[src/rtl/pmc_ac_pkg.sv]
// Shared types and constants for the PMC analog-configuration bus master:
// register offset table, FSM state encoding and error codes.
package pmc_ac_pkg;

    localparam int PMC_AC_NUM_REGS = 4;

    localparam logic [7:0] REG_OFFSET [4] = '{8'h00, 8'h04, 8'h08, 8'h0C};

    typedef enum logic [2:0] {
        ST_IDLE,
        ST_WR_REQ,
        ST_WR_RSP,
        ST_RD_REQ,
        ST_RD_RSP,
        ST_FINISH,
        ST_ERROR
    } pmc_ac_master_state_t;

    typedef enum logic [1:0] {
        ERR_NONE     = 2'd0,
        ERR_TIMEOUT  = 2'd1,
        ERR_MISMATCH = 2'd2,
        ERR_ABORTED  = 2'd3
    } pmc_ac_err_t;

    function automatic logic [31:0] reg_addr(input logic [1:0] idx);
        return {24'h0, REG_OFFSET[idx]};
    endfunction

endpackage

[src/rtl/pmc_ac_config_master_if.sv]
// Data-bus req/gnt/rvalid channel between the config master and the analog-conf slave.
interface pmc_ac_config_master_if;

    logic        req;
    logic        we;
    logic [3:0]  be;
    logic [31:0] addr;
    logic [31:0] wdata;
    logic        gnt;
    logic        rvalid;
    logic [31:0] rdata;

    modport master (output req, we, be, addr, wdata, input gnt, rvalid, rdata);
    modport slave  (input req, we, be, addr, wdata, output gnt, rvalid, rdata);

endinterface

[src/rtl/pmc_ac_wait_timer.sv]
// 4-bit wait counter shared by grant and response waits; at_limit flags the last
// permitted waiting cycle so the caller can raise a timeout on it.
module pmc_ac_wait_timer #(
    parameter int LIMIT = 15
) (
    input  logic clk,
    input  logic rst_n,
    input  logic clr,
    input  logic en,
    output logic at_limit
);

    logic [3:0] cnt;

    always_ff @(posedge clk) begin
        if (!rst_n || clr) begin
            cnt <= '0;
        end else if (en) begin
            cnt <= cnt + 4'd1;
        end
    end

    assign at_limit = (cnt == 4'(LIMIT - 1));

endmodule

[src/rtl/pmc_ac_config_master.sv]
// Loads REG_0..REG_(NUM_REGS-1) over the req/gnt/rvalid bus, optionally verifying each
// by read-back, and reports done or a sticky error with code and register index.
module pmc_ac_config_master
    import pmc_ac_pkg::*;
#(
    parameter int NUM_REGS    = PMC_AC_NUM_REGS,
    parameter bit VERIFY      = 1'b1,
    parameter int GNT_TIMEOUT = 15
) (
    input  logic                     clk,
    input  logic                     rst_n,
    input  logic                     start,
    input  logic                     abort,
    input  logic [32*NUM_REGS-1:0]   conf_data,
    output logic                     busy,
    output logic                     done,
    output logic                     error,
    output logic [1:0]               err_code,
    output logic [1:0]               err_idx,
    pmc_ac_config_master_if.master   bus
);

    localparam logic [1:0] LAST_IDX = 2'(NUM_REGS - 1);

    pmc_ac_master_state_t state_q, state_d;
    logic [1:0]              index_q, index_d;
    logic [32*NUM_REGS-1:0]  shadow_q;
    logic                    error_q;
    pmc_ac_err_t             err_q, fail_d;
    logic [1:0]              err_idx_q;
    logic                    abort_pend_q;
    logic                    abort_now;
    logic                    tmr_en;
    logic                    tmr_at_limit;
    logic [31:0]             cur_data;

    assign cur_data  = shadow_q[32*index_q +: 32];
    // An abort seen during a granted transaction is held until its response arrives.
    assign abort_now = abort || abort_pend_q;

    pmc_ac_wait_timer #(.LIMIT(GNT_TIMEOUT)) u_wait_timer (
        .clk      (clk),
        .rst_n    (rst_n),
        .clr      (!tmr_en),
        .en       (tmr_en),
        .at_limit (tmr_at_limit)
    );

    // NOTE: every always_comb output gets a default first, so no path can infer a latch.
    always_comb begin
        state_d = state_q;
        index_d = index_q;
        fail_d  = ERR_NONE;
        tmr_en  = 1'b0;
        case (state_q)
            ST_IDLE: begin
                if (start) begin
                    state_d = ST_WR_REQ;
                    index_d = '0;
                end
            end
            ST_WR_REQ, ST_RD_REQ: begin
                if (bus.gnt) begin
                    state_d = (state_q == ST_WR_REQ) ? ST_WR_RSP : ST_RD_RSP;
                end else if (abort_now) begin
                    fail_d = ERR_ABORTED;
                end else begin
                    tmr_en = 1'b1;
                    if (tmr_at_limit) fail_d = ERR_TIMEOUT;
                end
            end
            ST_WR_RSP, ST_RD_RSP: begin
                if (bus.rvalid) begin
                    if (state_q == ST_RD_RSP && bus.rdata != cur_data) begin
                        fail_d = ERR_MISMATCH;
                    end else if (abort_now) begin
                        fail_d = ERR_ABORTED;
                    end else if (state_q == ST_WR_RSP && VERIFY) begin
                        state_d = ST_RD_REQ;
                    end else if (index_q == LAST_IDX) begin
                        state_d = ST_FINISH;
                    end else begin
                        state_d = ST_WR_REQ;
                        index_d = index_q + 2'd1;
                    end
                end else begin
                    tmr_en = 1'b1;
                    if (tmr_at_limit) fail_d = ERR_TIMEOUT;
                end
            end
            default: state_d = ST_IDLE;
        endcase
        if (fail_d != ERR_NONE) state_d = ST_ERROR;
    end

    // NOTE: the shadow images are cleared on reset so a stale image is never compared.
    always_ff @(posedge clk) begin
        if (!rst_n) begin
            state_q      <= ST_IDLE;
            index_q      <= '0;
            shadow_q     <= '0;
            error_q      <= 1'b0;
            err_q        <= ERR_NONE;
            err_idx_q    <= '0;
            abort_pend_q <= 1'b0;
        end else begin
            state_q <= state_d;
            index_q <= index_d;
            if (state_q == ST_IDLE && start) begin
                shadow_q  <= conf_data;
                error_q   <= 1'b0;
                err_q     <= ERR_NONE;
                err_idx_q <= '0;
            end else if (fail_d != ERR_NONE) begin
                error_q   <= 1'b1;
                err_q     <= fail_d;
                err_idx_q <= index_q;
            end
            if (state_q == ST_IDLE || state_q == ST_FINISH || state_q == ST_ERROR) begin
                abort_pend_q <= 1'b0;
            end else if (abort) begin
                abort_pend_q <= 1'b1;
            end
        end
    end

    assign busy     = (state_q != ST_IDLE);
    assign done     = (state_q == ST_FINISH);
    assign error    = error_q;
    assign err_code = err_q;
    assign err_idx  = err_idx_q;

    assign bus.req   = (state_q == ST_WR_REQ) || (state_q == ST_RD_REQ);
    assign bus.we    = (state_q == ST_WR_REQ);
    assign bus.be    = bus.req ? 4'hF : 4'h0;
    assign bus.addr  = bus.req ? reg_addr(index_q) : 32'h0;
    assign bus.wdata = (state_q == ST_WR_REQ) ? cur_data : 32'h0;

endmodule

[src/flat_wrapper.sv]
// flat-port wrapper written by rule: the top's interface ports become plain ports
module pmc_ac_config_master_flat import pmc_ac_pkg::*;
#(
    parameter int NUM_REGS    = PMC_AC_NUM_REGS,
    parameter bit VERIFY      = 1'b1,
    parameter int GNT_TIMEOUT = 15
)
  (clk, rst_n, start, abort, conf_data, busy, done, error, err_code, err_idx, bus_req, bus_we, bus_be, bus_addr, bus_wdata, bus_gnt, bus_rvalid, bus_rdata);
  pmc_ac_config_master_if bus_i ();
  input  logic clk;
  input  logic rst_n;
  input  logic start;
  input  logic abort;
  input  logic [32*NUM_REGS-1:0] conf_data;
  output logic busy;
  output logic done;
  output logic error;
  output logic [1:0] err_code;
  output logic [1:0] err_idx;
  output wire logic [$bits(bus_i.req)-1:0] bus_req;
  output wire logic [$bits(bus_i.we)-1:0] bus_we;
  output wire logic [$bits(bus_i.be)-1:0] bus_be;
  output wire logic [$bits(bus_i.addr)-1:0] bus_addr;
  output wire logic [$bits(bus_i.wdata)-1:0] bus_wdata;
  input wire logic [$bits(bus_i.gnt)-1:0] bus_gnt;
  input wire logic [$bits(bus_i.rvalid)-1:0] bus_rvalid;
  input wire logic [$bits(bus_i.rdata)-1:0] bus_rdata;
  assign bus_req = bus_i.req;
  assign bus_we = bus_i.we;
  assign bus_be = bus_i.be;
  assign bus_addr = bus_i.addr;
  assign bus_wdata = bus_i.wdata;
  assign bus_i.gnt = bus_gnt;
  assign bus_i.rvalid = bus_rvalid;
  assign bus_i.rdata = bus_rdata;
  pmc_ac_config_master #(.NUM_REGS(NUM_REGS), .VERIFY(VERIFY), .GNT_TIMEOUT(GNT_TIMEOUT)) u_core (.clk(clk), .rst_n(rst_n), .start(start), .abort(abort), .conf_data(conf_data), .busy(busy), .done(done), .error(error), .err_code(err_code), .err_idx(err_idx), .bus(bus_i));
endmodule
[config.mk]
export PLATFORM = sky130hd
export DESIGN_NAME = pmc_ac_config_master_flat
export DESIGN_NICKNAME = d
export VERILOG_FILES = /design/src/rtl/pmc_ac_pkg.sv /design/src/rtl/pmc_ac_config_master_if.sv /design/src/rtl/pmc_ac_wait_timer.sv /design/src/rtl/pmc_ac_config_master.sv /design/src/flat_wrapper.sv
export SDC_FILE = /design/constraint.sdc
export NUM_CORES = 1
export LEC_CHECK = 0
export ABC_CLOCK_PERIOD_IN_PS = 3000
export BUFFER_PORTS_ARGS = -buffer_cell sky130_fd_sc_hd__buf_2
export CAP_MARGIN = 5
export CORE_MARGIN = 4
export CORE_UTILIZATION = 50
export CTS_BUF_LIST = sky130_fd_sc_hd__clkbuf_2
export CTS_CLUSTER_DIAMETER = 80
export DETAILED_ROUTE_END_ITERATION = 10
export HOLD_SLACK_MARGIN = 0.12
export PLACE_DENSITY = 0.86
export SYNTH_ARGS = -nofsm -noshare
export SYNTH_HDL_FRONTEND = slang
export SYNTH_SLANG_ARGS = --single-unit
[constraint.sdc]
create_clock -name clk -period 3 [get_ports clk]
set_input_delay 0.45 -clock clk [delete_from_list [all_inputs] [get_ports clk]]
set_output_delay 0.45 -clock clk [all_outputs]
set_load 0.02 [all_outputs]
After elaboration in Yosys (flattened, before gate mapping)
Cells that the tools add are included.

Add/subtract/negate cells: 2. Magnitude comparators: 1. Equality and inequality tests: 21. Shift operators: 1. Mux-type cells: 34. Bitwise logic cells: 2. Reduce and logical (&&, ||, !) cells: 21.

Operators with widths (count): 128-bit by 8-bit variable part select with 32-bit output (1); 32-bit two-way mux (1); 32-bit != test (1); 3-bit two-way mux (9); 8-bit two-way mux (3); 2-bit two-way mux (11); 8-bit binary-select mux with 2-bit select (1); 2-bit != test, second input constant (7); 5-bit AND reduction (2); 2-bit OR reduction (5); 3-bit equality test, second input constant (3); 3-bit by 2-bit != test with 1-bit output, second input constant (3); 3-bit case mux with 3 select lines (1); 2-bit case mux with 2 select lines (2); 7-bit AND reduction (1); 3-bit by 2-bit equality test with 1-bit output, second input constant (2); 3-bit != test, second input constant (2); 1-bit logical OR (5); 4-bit by 1-bit adder with 4-bit output, second input constant (1); 4-bit equality test, second input constant (1); 1-bit two-way mux (4); 4-bit two-way mux (1); 2-bit nonzero test (2); 3-bit by 1-bit equality test with 1-bit output, second input constant (1); other kinds (10) (12).

Register bits after elaboration: 143. Bits of input ports: 166. Output and inout bits: 77.

Logic depth before layout (Yosys ltp)
Depth in word-level cells: 9. Depth in mapped cells: 10.

By module
Synthesis repeated with hierarchy kept, for this count alone.

Cells, all modules: 811. Area total of the unflattened synthesis: 6765.2 um^2.

By module, submodules not included: pmc_ac_config_master (times used 1, cells each 791, area an instance 6565.0 um^2, sequential area each 2782.7 um^2); pmc_ac_wait_timer (times used 1, cells each 20, area an instance 200.2 um^2, sequential area each 80.1 um^2).

Least setup slack after synthesis
OpenSTA, ideal clock, no wires.

Path type: flip-flop to flip-flop. Start point: register u_core.index_q[0]. End point: register u_core.index_q[0]. Setup time: 0.072 ns. Arrival time: 2.379 ns. Data required time: 2.928 ns. Setup slack: 0.549 ns. Cell stages (with the launch flop): 11. Path buffers: 3. Clock period less this slack: 2.451 ns. Cell sequence: dfxtp_1 -> buf_6 -> buf_4 -> buf_2 -> mux4_2 -> xnor2_1 -> nand4_1 -> nor4_4 -> a21oi_2 -> a211oi_2 -> mux2i_1.

Longest elaborated chain between the ends: 7. Elaborated cells between the ends (all ways): 14. Those cells by class: 1 x add/sub; 4 x eq/ne; 1 x shift; 6 x mux; 2 x reduce/logical.

Ends and longest elaborated chain: start: declaration (RTL line pmc_ac_config_master.sv:26) `logic [1:0] index_q, index_d;`; start signal: assignment (RTL line pmc_ac_config_master.sv:108) `index_q <= index_d;`; parallel branches: the longest is 7 deep, another holds 128-bit by 8-bit variable part select with 32-bit output.

Several ways; the timed one is not identified. The select of a mux whose other input is x is not followed. A chain may end at the register's enable or synchronous reset.

Final worst setup path
Start point: register u_core.index_q[0]. End point: output bus_wdata[14].

Longest elaborated chain between the ends: 2.

Ends and longest elaborated chain: 128-bit by 8-bit variable part select with 32-bit output (RTL line pmc_ac_config_master.sv:37) `assign cur_data = shadow_q[32*index_q +: 32];`; 32-bit two-way mux (RTL line pmc_ac_config_master.sv:137) `assign bus.wdata = (state_q == ST_WR_REQ) ? cur_data : 32'h0;`; end: declaration (RTL line flat_wrapper.sv:24) `output wire logic [$bits(bus_i.wdata)-1:0] bus_wdata;`.

Every way passes these cells.

==> metrics.txt <==
Mean Syn Cell Area=8.34 sq um; Die Footprint=15500 sq um; Worst-Margin Slew=1.08 ns; Initial Util=51.1%; post-synthesis instance area=6790 sq um; Final Wtd Congestion=0.921; Sink Count=143; r2r endpoint=u_core.index_q[0]; Die Span Y=125 um; CTS root buffer=clkbuf_2; Worst EP arrival=2.40 ns; startpoint types=flop; critical path depth=4; worst skew pair latency=0.74 ns; DR WL/cell=18.2 um; setup TNS=0 ns; chip width=125 um; most common cell in the synthesized netlist=nand2_1; initial antenna violation count=6; YS warnings=0; Slew Viols, Final=0; first-pass GRT wire length=37300 um; Layout area overhead=38.4%; skew final=0.0279 ns; RSZ-0062 raised after global routing=no; crit path max fanout=20; Critical Path End Type=output pin; CP max stage delay=0.56 ns; Syn Inst Count=815; PD cells=668 nW/um^2; Main synth FF type=dfxtp_1; CTS tree=built; clock buffer count from CTS=17; fin crit period=2.85 ns; top cell type's share of synthesized area=42.1%; CP Launch Point=u_core.index_q[0]; Worst Reg-to-Reg Cells=9; grt ovf=0; status=completed; max_slew headroom=28.0%; CP required=2.55 ns; H-Tree Level Count=4; synth cell count leaders=270 x nand2_1, 143 x dfxtp_1, 134 x a21oi_1, 51 x clkbuf_1, 36 x buf_4; count of different cell masters after synthesis=41; nets@finish=1295; MaxCap Viol Count=0; Final Hold Viols=0; maximum VDD drop=0.588 mV; IO buf count=212; row count=42; R2R Setup Slk=0.27 ns; ranking of synthesized cells by area=dfxtp_1 42%, nand2_1 15%, mux4_2 11%; first-pass iteration count of the detailed router=5; Buf+Inv Stages, Crit Path=2; post-synthesis async set-or-reset flop share=0%; LEAKAGE=4.09 nW; Ports=243; routed vias=7211; Crit Path Category=flop to output pin; drt initial violations=641; cell family with most CP delay=multiplexers; #FFs+latches synth=143; Seq/Total Area, Yosys=42.1%; Overall Power=6.28 mW; DRC=0; post-route clock period utilization=95.1%; Synth area leader=dfxtp_1; Worst-path clk slew=0.22 ns; FMAX=351 MHz; number of global-route vias before repair=7063; cells along the critical path=buf_12 -> mux4_2 -> and3_1 -> buf_2; pin count of the biggest net entering global routing=108; mean number of vias per cell=5.48; core area=13300 sq um; FF-to-FF Start=u_core.index_q[0]; layout cell share with drive strength beyond 1=26.3%; Slowest-stage cell, CP=mux4_2; gr usage total=30.5%; Routed WL=24000 um; Setup-failing EPs final=0; ANT nets after route=0; CP Capture Point=bus_wdata[14]; HP Class=input pin to flop; HPWL after DPL=15500 um; clk buf depth=2; Post-synth EDFFs=0
registers in the layout, summed over array words and instances (netlist names):
signal and count:
u_core.err_idx 2, u_core.shadow_q 128, u_core.index_q 2, u_core.state_q 3
u_core.u_wait_timer.cnt 4, u_core.abort_pend_q 1, u_core.err_code 2, u_core.error 1
logic make-up after synthesis:
family	Yosys count	share of synthesized area (%)
compound gates	150	11.6
xor+xnor	37	4.77
fa+ha+maj	3	0.553
buf+inv	101	8.18
flops	143	42.1
mux	34	10.9
other cells	1	0.0552
simple gates	346	21.8
metal layers:
layer | vias up | track usage, % | wire length (um)
met5 | - | 0 | 34
met4 | 6 | 13.0 | 1000
met3 | 87 | 9.35 | 2400
met2 | 476 | 50.8 | 11600
met1 | 3342 | 36.5 | 8960
li1 | 3300 | - | -
cells in the final DEF (no fill, tap or decap), types with 3 or more instances in the layout:
| cell type | Yosys | final |
|---|---|---|
| buf_4 | 36 | 8 |
| nor3_1 | 3 | 3 |
| clkbuf_2 | 0 | 17 |
| clkinvlp_4 | 0 | 4 |
| and2_1 | 3 | 3 |
| dfxtp_1 | 143 | 140 |
| buf_2 | 2 | 212 |
| xnor2_1 | 35 | 35 |
| clkinv_2 | 0 | 3 |
| buf_12 | 1 | 3 |
| nand2_1 | 270 | 269 |
| inv_1 | 7 | 6 |
| nor2_1 | 13 | 12 |
| bufinv_16 | 0 | 3 |
| o21ai_0 | 3 | 3 |
| ha_1 | 3 | 3 |
| conb_1 | 1 | 30 |
| and3_1 | 35 | 35 |
| mux4_2 | 32 | 32 |
| diode_2 | 0 | 3 |
| dlygate4sd3_1 | 0 | 131 |
| nand4_1 | 8 | 8 |
| a21oi_1 | 134 | 134 |
| nand3_1 | 6 | 6 |
per-stage QoR:
step	worst slack, ns	utilization [%]	instance area [sq um]	std cells	hold WS (ns)
finish	0.148	70.7	9410	1317	0.251
global route	0.00319	70.7	9410	1317	0.229
CTS	0.0387	70.3	9350	1310	0.189
detailed placement	0.0949	58.5	7780	1148	0.446
global placement	0.221	58.5	7780	1148	0.439
floorplan	0.549	-	6900	844	0.430
report_power, final:
group          total, mW  internal (mW)  switching (mW)
sequential          2.63           2.32           0.311
combinational       2.44          0.970            1.47
clock               1.21          0.460           0.746
total               6.28           3.75            2.53
worst min-delay path, stage by stage:
cell	delay, ns
buf_2	0.14
nand3_1	0.17
o21a_1	0.13
a21oi_1	0.06
worst min-delay path by stage:
stage / startpoint / to / cells past startpoint
after floorplan: u_core.u_wait_timer.cnt[0] / u_core.u_wait_timer.cnt[0] / 1
after global placement: u_core.shadow_q[115] / u_core.shadow_q[115] / 2
after detailed placement: u_core.shadow_q[57] / u_core.shadow_q[57] / 2
after CTS: bus_rvalid / u_core.err_code[0] / 4
after global routing: bus_rvalid / u_core.err_code[0] / 4
final: bus_rvalid / u_core.err_code[0] / 4
repair_timing:
action	4_1_cts	5_1_grt
pin swaps	0	1
hold buffers	131	0
gates resized for setup	2	5
buffers inserted	0	4
endpoints found under the hold margin	138	0
cloned	0	0
setup endpoints to repair	4	34
layout make-up:
type	count	area, sq um
inverters	8	36.3
flip-flops and latches	143	2870
clock inverters	14	166
repair buffers	356	2520
multi-input cells	600	3500
well taps	176	220
fillers	957	3890
diodes	3	7.51
clock buffers	17	85.1
Power figures use the tool's default switching activity.
